$ cat src/rtl/alu_pkg.sv
// Shared ALU constants and types: datapath width and the carry-lookahead group size.
package alu_pkg;

  localparam int ALU_WIDTH = 16;
  localparam int CLA_GROUP = 4;

  typedef logic [ALU_WIDTH-1:0] word_t;

endpackage

$ cat src/rtl/cla4.sv
// 4-bit carry-lookahead group: local sum plus group generate/propagate for the next lookahead level.
module cla4 (
  input  logic [3:0] a,
  input  logic [3:0] b,
  input  logic       cin,
  output logic [3:0] sum,
  output logic       g,
  output logic       p,
  output logic       cout
);

  logic [3:0] bit_g;
  logic [3:0] bit_p;
  logic [3:0] c;

  assign bit_g = a & b;
  assign bit_p = a ^ b;

  // Every internal carry is a flat sum-of-products of cin, so no carry ripples inside the group.
  assign c[0] = cin;
  assign c[1] = bit_g[0] | (bit_p[0] & cin);
  assign c[2] = bit_g[1] | (bit_p[1] & bit_g[0]) | (bit_p[1] & bit_p[0] & cin);
  assign c[3] = bit_g[2] | (bit_p[2] & bit_g[1]) | (bit_p[2] & bit_p[1] & bit_g[0])
              | (bit_p[2] & bit_p[1] & bit_p[0] & cin);

  assign g = bit_g[3] | (bit_p[3] & bit_g[2]) | (bit_p[3] & bit_p[2] & bit_g[1])
           | (bit_p[3] & bit_p[2] & bit_p[1] & bit_g[0]);
  assign p = &bit_p;

  assign sum  = bit_p ^ c;
  assign cout = g | (p & cin);

endmodule

$ cat src/rtl/add16_reg.sv
// Registered WIDTH-bit adder: 4-bit CLA groups joined by a second-level lookahead unit.
// Handshake: a result is captured at every rising edge where in_valid is high (no backpressure);
// out_valid is high for exactly the cycle after each such edge, and sum/carry_out/overflow hold otherwise.
module add16_reg
  import alu_pkg::*;
#(
  parameter int WIDTH = ALU_WIDTH  // positive multiple of CLA_GROUP
) (
  input  logic             clk,
  input  logic             rst_n,
  input  logic             in_valid,
  input  logic [WIDTH-1:0] a,
  input  logic [WIDTH-1:0] b,
  input  logic             carry_in,
  output logic             out_valid,
  output logic [WIDTH-1:0] sum,
  output logic             carry_out,
  output logic             overflow
);

  localparam int NG = WIDTH / CLA_GROUP;

  logic [WIDTH-1:0] sum_c;
  logic [NG-1:0]    grp_g;
  logic [NG-1:0]    grp_p;
  logic [NG-1:0]    grp_cout;
  logic [NG:0]      grp_c;
  logic             la_acc;
  logic             la_pp;
  logic             carry_c;
  logic             overflow_c;
  logic             unused_cout;

  for (genvar gi = 0; gi < NG; gi++) begin : g_grp
    cla4 u_cla4 (
      .a    (a[gi*CLA_GROUP +: CLA_GROUP]),
      .b    (b[gi*CLA_GROUP +: CLA_GROUP]),
      .cin  (grp_c[gi]),
      .sum  (sum_c[gi*CLA_GROUP +: CLA_GROUP]),
      .g    (grp_g[gi]),
      .p    (grp_p[gi]),
      .cout (grp_cout[gi])
    );
  end

  // Each group carry is its own OR of products over lower groups' G/P and carry_in,
  // so no group waits on the carry of the group below it.
  always_comb begin
    grp_c    = '0;
    grp_c[0] = carry_in;
    la_acc   = 1'b0;
    la_pp    = 1'b1;
    for (int g = 0; g < NG; g++) begin
      la_acc = 1'b0;
      la_pp  = 1'b1;
      for (int j = g; j >= 0; j--) begin
        la_acc = la_acc | (grp_g[j] & la_pp);
        la_pp  = la_pp & grp_p[j];
      end
      grp_c[g+1] = la_acc | (la_pp & carry_in);
    end
  end

  // The group-local couts duplicate the lookahead carries; only the lookahead ones are used.
  assign unused_cout = ^grp_cout;

  assign carry_c    = grp_c[NG];
  assign overflow_c = (a[WIDTH-1] == b[WIDTH-1]) && (sum_c[WIDTH-1] != a[WIDTH-1]);

  always_ff @(posedge clk or negedge rst_n) begin
    if (!rst_n) begin
      out_valid <= 1'b0;
      sum       <= '0;
      carry_out <= 1'b0;
      overflow  <= 1'b0;
    end else begin
      out_valid <= in_valid;
      if (in_valid) begin
        sum       <= sum_c;
        carry_out <= carry_c;
        overflow  <= overflow_c;
      end
    end
  end

endmodule

$ cat config.mk
export PLATFORM = sky130hd
export DESIGN_NAME = add16_reg
export DESIGN_NICKNAME = d
export VERILOG_FILES = /design/src/rtl/alu_pkg.sv /design/src/rtl/cla4.sv /design/src/rtl/add16_reg.sv
export SDC_FILE = /design/constraint.sdc
export NUM_CORES = 1
export LEC_CHECK = 0
export ABC_CLOCK_PERIOD_IN_PS = 800
export BUFFER_PORTS_ARGS = -buffer_cell sky130_fd_sc_hd__buf_4
export CORE_ASPECT_RATIO = 1.2
export CORE_MARGIN = 3
export CORE_UTILIZATION = 30
export CTS_CLUSTER_DIAMETER = 40
export CTS_CLUSTER_SIZE = 8
export DETAILED_ROUTE_END_ITERATION = 10
export GPL_ROUTABILITY_DRIVEN = 0
export SLEW_MARGIN = 10
export SYNTH_ARGS = -nofsm -noshare
export SYNTH_HDL_FRONTEND = slang
export SYNTH_SLANG_ARGS = --single-unit
$ cat constraint.sdc
create_clock -name clk -period 0.8 [get_ports clk]
set_input_delay 0.12 -clock clk [delete_from_list [all_inputs] [get_ports clk]]
set_output_delay 0.12 -clock clk [all_outputs]
set_load 0.005 [all_outputs]
=== After elaboration in Yosys (flattened, before gate mapping) ===
Index checks and enable logic that the tools add are counted.

* Bits in registers: 19
* Bits of input ports: 36
* Word-level logic and storage cells: 141

* Eq/ne operators: 2
* Bitwise logic cells: 130
* Reduce and logical (&&, ||, !) cells: 5

{| class="wikitable"
|+ Operators with widths
! cell !! number
|-
| AND 1 bit || 72
|-
| bitwise OR 1 bit || 46
|-
| bitwise XOR 4 bit || 8
|-
| AND 4 bit || 4
|-
| AND reduction 4 bit || 4
|-
| equality test 1 bit || 1
|-
| logical AND 1 bit || 1
|-
| inequality test 1 bit || 1
|}

=== Longest topological paths before layout ===
Gate-level depths: netlist (run 1).

* Depth in word-level cells: 14
* Mapped depth: 8
* Depth with buffers taken out: 8

=== By module ===
Synthesis (run 1) repeated with hierarchy kept, for this count alone.

* Cells, all modules: 131
* Area, all modules: 1465.2 µm²

{| class="wikitable"
|+ Modules (own cells, without submodules)
! module !! instances !! cells each !! area each (µm²) !! sequential area each (µm²)
|-
| add16_reg || 1 || 51 || 749.5 || 475.5
|-
| cla4 (g_grp[2].u_cla4 ...) || 2 || 18 || 167.7 || 0.0
|-
| cla4 (g_grp[1].u_cla4) || 1 || 22 || 193.9 || 0.0
|-
| cla4 (g_grp[0].u_cla4) || 1 || 22 || 186.4 || 0.0
|}

=== Worst setup path after synthesis (run 1) ===
OpenSTA, ideal clock, no wires.

* Path kind: input port to flip-flop
* From: in a[5]
* To: reg sum[13]
* Data arrival time: 1887 ps
* Slack: -1211 ps
* Cell stages on the path: 8
* Path through: ha_1 and4_1 nand2_1 o211ai_4 a21oi_1 fa_1 xnor2_1 mux2_2

* Word-level cells in the longest chain between the ends: 11
* Elaborated cells on any way between the ends: 19
* Those cells by class: bitwise: 18; reduce/logical: 1

{| class="wikitable"
|+ Ends and longest elaborated chain
! element !! line !! source
|-
| from (decl) || add16_reg.sv:12 || <nowiki>input logic [WIDTH-1:0] a,</nowiki>
|-
| AND 4 bit or bitwise XOR 4 bit (tied branches) || cla4.sv:16, cla4.sv:17 ||
|-
| AND 1 bit, on equally long branches || cla4.sv:26, cla4.sv:27 ||
|-
| bitwise OR 1 bit or AND 1 bit (tied branches) || cla4.sv:26, cla4.sv:27 ||
|-
| bitwise OR 1 bit || cla4.sv:27 || <nowiki>| (bit_p[3] & bit_p[2] & bit_p[1] & bit_g[0]);</nowiki>
|-
| AND 1 bit || add16_reg.sv:57 || <nowiki>la_acc = la_acc | (grp_g[j] & la_pp);</nowiki>
|-
| bitwise OR 1 bit (2 in a row) || add16_reg.sv:57 ||
|-
| bitwise OR 1 bit (*) || add16_reg.sv:60 || <nowiki>grp_c[g+1] = la_acc | (la_pp & carry_in);</nowiki>
|-
| AND 1 bit (*) || cla4.sv:21 || <nowiki>assign c[1] = bit_g[0] | (bit_p[0] & cin);</nowiki>
|-
| bitwise OR 1 bit (*) || cla4.sv:21 ||
|-
| bitwise XOR 4 bit (*) || cla4.sv:30 || <nowiki>assign sum = bit_p ^ c;</nowiki>
|-
| to (signal assigned) || add16_reg.sv:79 || <nowiki>sum <= sum_c;</nowiki>
|-
| to (decl) || add16_reg.sv:16 || <nowiki>output logic [WIDTH-1:0] sum,</nowiki>
|}

Mark *: on every way between the ends. The rest lies on a longest branch, timed or not.
A chain may end at the register's enable or synchronous reset.

=== Worst setup path in the final report (run 1) ===
* From: in a[5]
* To: reg sum[12]

* Word-level cells in the longest chain between the ends: 9
* Elaborated cells on any way between the ends: 17
* Those cells by class: bitwise: 16; reduce/logical: 1

{| class="wikitable"
|+ Ends and longest elaborated chain
! element !! line
|-
| AND 4 bit or bitwise XOR 4 bit (tied branches) || cla4.sv:16, cla4.sv:17
|-
| AND 1 bit, on equally long branches || cla4.sv:26, cla4.sv:27
|-
| bitwise OR 1 bit or AND 1 bit (tied branches) || cla4.sv:26, cla4.sv:27
|-
| bitwise OR 1 bit || cla4.sv:27
|-
| AND 1 bit || add16_reg.sv:57
|-
| bitwise OR 1 bit (2 in a row) || add16_reg.sv:57
|-
| bitwise OR 1 bit (*) || add16_reg.sv:60
|-
| bitwise XOR 4 bit (*) || cla4.sv:30
|}

Marks and branches as above.

==> results.toml, run 1 <==
[status]
status = "complete, but fails checks"
violations = "setup timing"

[detailed_routing]
wl_per_cell_um = 13.6
wl_um = 3870
drt_iter0_markers = 21
postRouteAntennaNets = 0
drc = 0
dr_total_vias = 1328
first_pass_iters = 4
vias_per_cell = 4.68

[synthesis]
synthFlopType = "dfrtp_1"
synth_largest_area_cell = "dfrtp_1"
ys_warn_count = 0
syn_area_um2 = 1410
ys_types = 33
synth_nets = 185
ys_async_sr_fraction_pct = 100
yosys-top-cells-area = "dfrtp_1 34%, ha_1 14%, mux2_2 7.2%, fa_1 5.7%, xnor2_1 5.6%"
synth_top_cell_area_share_pct = 33.6
synth_edf_count = 0
synth_area_per_cell_um2 = 11.0
seq_area_frac_synth_pct = 33.6
syn_inst = 129
ys_ff_latch = 19

[worst_setup_path]
cpPeakStageDelay_ns = 0.45
critPathLaunch = "a[5]"
required_ns = 0.97
r2r_cells = 2
worstSetupStartpointType = "input pin"
cp-endpoint = "sum[12]"
critical_path.top_delay_family = "compound AO/OA/AOI/OAI gates"
end_kind = "flop"
worstSetupPathDepth = 8
crit_slowest_cell = "fa_2"
r2r_setup_slack_ns = -0.11
path_buf_inv = 1
worstPathArrival_ns = 2.02
reg2reg_from = "sum[8]"
cp_max_fo = 3
path_class = "in -> reg"
r2r_end = "sum[8]"
path_cells = "buf_6, ha_4, a211o_1, a221oi_4, o211ai_4, a21oi_2, fa_2, mux2i_1"

[grt]
grt_max_degree = 20
antenna_found_initial = 0
grtUsageTotal_pct = 14.2
grt_pass1_vias = 1403
grt_pass1_wl_um = 6060
overflow = 0

[finish]
final_common_cell = "buf_4"
final_cell_mix = "68 x buf_4, 28 x buf_6, 19 x dfrtp_1"
drive_gt1_share_pct = 61.4
syn_to_final_growth_pct = 81.9
antenna_cells = 0
fill_cells = 394
nNetsFinal = 285

[power]
power_density_nw_per_um2 = 1570
power.share.sequential_pct = 33.4
internal-power_w = 0.00285
swShare_pct = 29.4
total_power_w = 0.00403
p_sw_w = 0.00119
irDropWorstVdd_mv = 0.727
p_leak_nw = 1.24
combPwrFrac_pct = 50.2
power_frac_clock_pct = 16.4

[sta]
whs_ns = 0.157
finalMaxSlewViolations = 0
fin_skew_ns = 0
setup_viol = 36
finalHoldViolCount = 0
rsz0062_at_grt = "yes"
period_share_pct = 231
timing.final.ws_setup_ns = -1.05
worst_slew_pin_slew_ns = 0.327
max_freq_mhz = 541
fin_crit_ns = 1.85
maxSlewHeadroom_pct = 78.2

[hold_path]
hp-class = "in -> reg"

[run]
cap_violations = 0

[floorplanning]
die_h_um = 81.2
die-width_um = 68.7
die_area_um2 = 5580
pin_count = 55
start_util_pct = 32.2
rows = 26
core-area_um2 = 4390

[cts]
htreeDepth = 1
clockRootBuffer = "clkbuf_8"
cts.path.max_buffers = 2
cts-buffers-inserted = 3
clock_latency_ns = 0.25
tritoncts = "done"
clock-sinks = 19
path_clk_slew_ns = 0.07

[placement]
port_buffers = 54
dp_hpwl_um = 3110
==> how the worst min path moves through the flow <==
stage	depth (start not counted)	from	slack [ns]	endpoint
after floorplan	0	rst_n	-0.18	carry_out
after global placement	1	rst_n	0.006	overflow
after detailed placement	1	rst_n	0.01	sum[15]
after CTS	1	in_valid	0.15	out_valid
after global routing	1	in_valid	0.16	out_valid
final	1	in_valid	0.16	out_valid
==> flip-flops by register name, indices dropped and copies added, names as in the netlist <==
name	count
out_valid	1
overflow	1
sum	16
carry_out	1
==> through the flow <==
step	area [um2]	setup TNS, ns	utilization (%)	std cells	worst slack [ns]
2_1_floorplan	1540	-13.31	-	129	-1.05
3_3_place_gp	2250	-17.43	51.2	269	-1.25
3_5_place_dp	2250	-18.14	51.2	269	-1.34
4_1_cts	2510	-14.93	57.1	282	-1.04
5_1_grt	2570	-16.53	58.5	284	-1.14
6_report	2570	-14.93	58.5	284	-1.05
==> synthesized netlist by cell type, drive strengths merged (2+ instances only) <==
| cell | count |
|---|---|
| a31oi | 2 |
| fa | 4 |
| a211oi | 2 |
| dfrtp | 19 |
| mux2i | 4 |
| nor3 | 2 |
| o21a | 3 |
| inv | 11 |
| xor2 | 2 |
| ha | 16 |
| o21ai | 4 |
| and3 | 2 |
| xnor2 | 9 |
| clkbuf | 3 |
| nand2b | 2 |
| mux2 | 10 |
| nand2 | 7 |
| a211o | 2 |
| a21o | 2 |
| a221oi | 2 |
| a21oi | 11 |
| nor2 | 5 |
==> repair_timing <==
item                                    in CTS  in global routing
buffers inserted                             8                  2
resized for setup                           37                  7
cloned                                       0                  0
hold buffers                                 1                  0
endpoints found under the hold margin       19                  0
pin swaps                                    9                  5
endpoints found under the setup margin      37                 36
==> area by class of cell <==
cell class | count | area, um2 | share of cell area, %
Clock buffer | 4 | 45.0 | 1.75
Timing Repair Buffer | 98 | 851 | 33.1
Sequential cell | 19 | 475 | 18.5
Tap cell | 56 | 70.1 | 2.73
Inverter | 11 | 48.8 | 1.90
Multi-Input combinational cell | 96 | 1080 | 42.0
==> metal layers <==
metal	vias up	GRT usage (%)	wire length [um]
met2	37	27.5	2150
met3	2	1.80	215
li1	655	-	-
met5	-	0	0
met1	634	15.5	1480
met4	0	3.78	23
==> cell families after synthesis <==
| logic type | count (synthesis) | share of synthesized area [%] |
|---|---|---|
| adders and majority gates | 20 | 19.8 |
| muxes | 14 | 11.1 |
| DFF | 19 | 33.6 |
| xor gates and xnor gates | 11 | 6.81 |
| AOI/OAI and AO/OA | 32 | 18.6 |
| and+or+nand+nor | 19 | 6.37 |
| buffers and inverters | 14 | 3.72 |
==> power groups by stage <==
stage          logic [W]  clock network [W]  registers (W)
5_1_grt          0.00221           0.000715        0.00137
6_report         0.00203           0.000660        0.00135
3_5_place_dp     0.00163                  0        0.00132
4_1_cts          0.00197           0.000682        0.00135
3_3_place_gp     0.00158                  0        0.00131
2_1_floorplan   0.000771                  0        0.00131
No activity file was read; power rests on OpenSTA's default activity.
==> inputs of run 2 (changes only) <==
--- a/config.mk
+++ b/config.mk
@@ -16,2 +16,3 @@
 export GPL_ROUTABILITY_DRIVEN = 0
+export REMOVE_ABC_BUFFERS = 1
 export SLEW_MARGIN = 10
==> constraint.sdc (replaced) <==
create_clock -name clk -period 0.8 [get_ports clk]
set_input_delay 0.16 -clock clk [delete_from_list [all_inputs] [get_ports clk]]
set_output_delay 0.16 -clock clk [all_outputs]
set_load 0.005 [all_outputs]
==> results.toml, run 2 (synthesis results as in run 1) <==
[power]
p_leak_nw = 1.18
irDropWorstVdd_mv = 1.02
combPwrFrac_pct = 49.3
internal-power_w = 0.00277
total_power_w = 0.00396
power_density_nw_per_um2 = 1580
p_sw_w = 0.00119
power.share.sequential_pct = 33.9
power_frac_clock_pct = 16.7
swShare_pct = 30.1

[finish]
nNetsFinal = 280
largest_register = "sum"
fill_cells = 408
antenna_cells = 0
syn_to_final_growth_pct = 77.2
design_area_um2 = 2500
largest_register_ffs = 16
final_cell_mix = "64 x buf_4, 27 x buf_6, 19 x dfrtp_1"
drive_gt1_share_pct = 61.4
final_common_cell = "buf_4"
utilization_pct = 57.0

[grt]
gr-usage-met1_pct = 15.5
grt_use_met3_pct = 3.32
use_met2_pct = 25.8
overflow = 0
grt_pass1_vias = 1339
antenna_found_initial = 0
busiest_layer = "met2"
grt_pass1_wl_um = 5860
grtUsageTotal_pct = 13.7
grt_max_degree = 20

[worst_setup_path]
required_ns = 0.98
r2r_setup_slack_ns = -0.12
worstPathArrival_ns = 2.03
cpPeakStageDelay_ns = 0.45
worstSetupStartpointType = "input pin"
path_cells = "buf_6, ha_4, a211o_1, a221oi_4, o211ai_4, a21oi_2, fa_2, mux2i_1"
critical_path.top_delay_family = "compound AO/OA/AOI/OAI gates"
path_buf_inv = 1
r2r_end = "sum[13]"
r2r_cells = 2
reg2reg_from = "sum[13]"
crit_slowest_cell = "fa_2"
path_class = "in -> reg"
end_kind = "flop"
cp_max_fo = 3

[sta]
finalMaxSlewViolations = 0
setup_viol = 36
worst_slew_pin_slew_ns = 0.342
rsz0062_at_grt = "yes"
fin_skew_ns = 0
fin_crit_ns = 1.85
period_share_pct = 231
maxSlewHeadroom_pct = 77.0
finalHoldViolCount = 0
max_freq_mhz = 541
final.setup.tns_ns = -15.88
timing.final.ws_setup_ns = -1.05

[cts]
tritoncts = "done"
cts.path.max_buffers = 2
clockRootBuffer = "clkbuf_8"
clock-sinks = 19
htreeDepth = 1
clock_latency_ns = 0.25
path_clk_slew_ns = 0.07
cts-buffers-inserted = 3

[run]
cap_violations = 0

[placement]
pre_cts_slack_ns = -1.45
port_buffers = 54
place_area_um2 = 2080
dp_hpwl_um = 2850

[detailed_routing]
dr_total_vias = 1305
drt_iter0_markers = 32
drc = 0
vias_per_cell = 4.68
postRouteAntennaNets = 0
wl_um = 3810
first_pass_iters = 4
wl_per_cell_um = 13.6

[floorplanning]
die-width_um = 68.7
die_h_um = 81.2
rows = 26
die_area_um2 = 5580
core-area_um2 = 4390
start_util_pct = 32.2
pin_count = 55

[hold_path]
min_path_cells = 4
hp-class = "in -> reg"
hold_start = "a[15]"
holdPathEnd = "overflow"

[status]
violations = "setup timing"
status = "complete, but fails checks"
[run 2: cell types whose count changed in the layout (fill, tap and decap cells not counted), sizes merged]
cell / previous run / this run
clkbuf: 4 / 3
clkinv: 0 / 1
buf: 97 / 92
[run 2: worst reg2reg max path, stage by stage, from the launching register on]
cell     delay (ns)
dfrtp_1        0.41
buf_4          0.14
mux2_4         0.26
[run 2: through the flow]
step / std cells / hold slack, ns
2_1_floorplan: 126 / -0.136
3_3_place_gp: 263 / 0.0492
3_5_place_dp: 263 / 0.0505
4_1_cts: 275 / 0.279
5_1_grt: 279 / 0.292
6_report: 279 / 0.289
[run 2: cell type report]
type	instances	area, um2	share of cell area (%)
clock buffer	3	41.3	1.65
clock inverter	1	5.00	0.200
inverter	11	41.3	1.65
multi-input combinational	96	1060	42.4
sequential	19	475	19.0
tap	56	70.1	2.80
timing repair buffer	93	810	32.3
[run 2: worst max path at each step]
stage | startpoint | endpoint | slack [ns] | cells past startpoint
6_report | a[5] | sum[12] | -1.05 | 8
5_1_grt | a[5] | sum[12] | -1.11 | 8
4_1_cts | a[5] | sum[12] | -1.08 | 8
3_5_place_dp | a[4] | sum[13] | -1.45 | 9
3_3_place_gp | a[5] | sum[13] | -1.40 | 9
2_1_floorplan | a[5] | sum[13] | -1.25 | 8
[run 2: timing repair]
item | CTS | global route
hold buffers | 1 | 0
hold endpoints to repair | 19 | 0
gates resized for setup | 49 | 9
setup endpoints to repair | 37 | 37
pin swaps | 17 | 12
setup buffers | 7 | 4
[run 2: routing by layer]
layer / up-vias / wire, um / share of wire (%)
met1: 619 / 1480 / 39
met2: 38 / 2070 / 54
met4: 0 / 14 / 0.37
met3: 2 / 236 / 6.2
met5: - / 0 / 0
li1: 646 / - / -
[run 2: power groups by stage]
stage | Clock (W) | Sequential, W | Combinational, W
after floorplan | 0 | 0.00131 | 0.000675
after CTS | 0.000695 | 0.00134 | 0.00186
final | 0.000663 | 0.00135 | 0.00196
after global placement | 0 | 0.00131 | 0.00146
after global routing | 0.000725 | 0.00137 | 0.00213
after detailed placement | 0 | 0.00132 | 0.00149
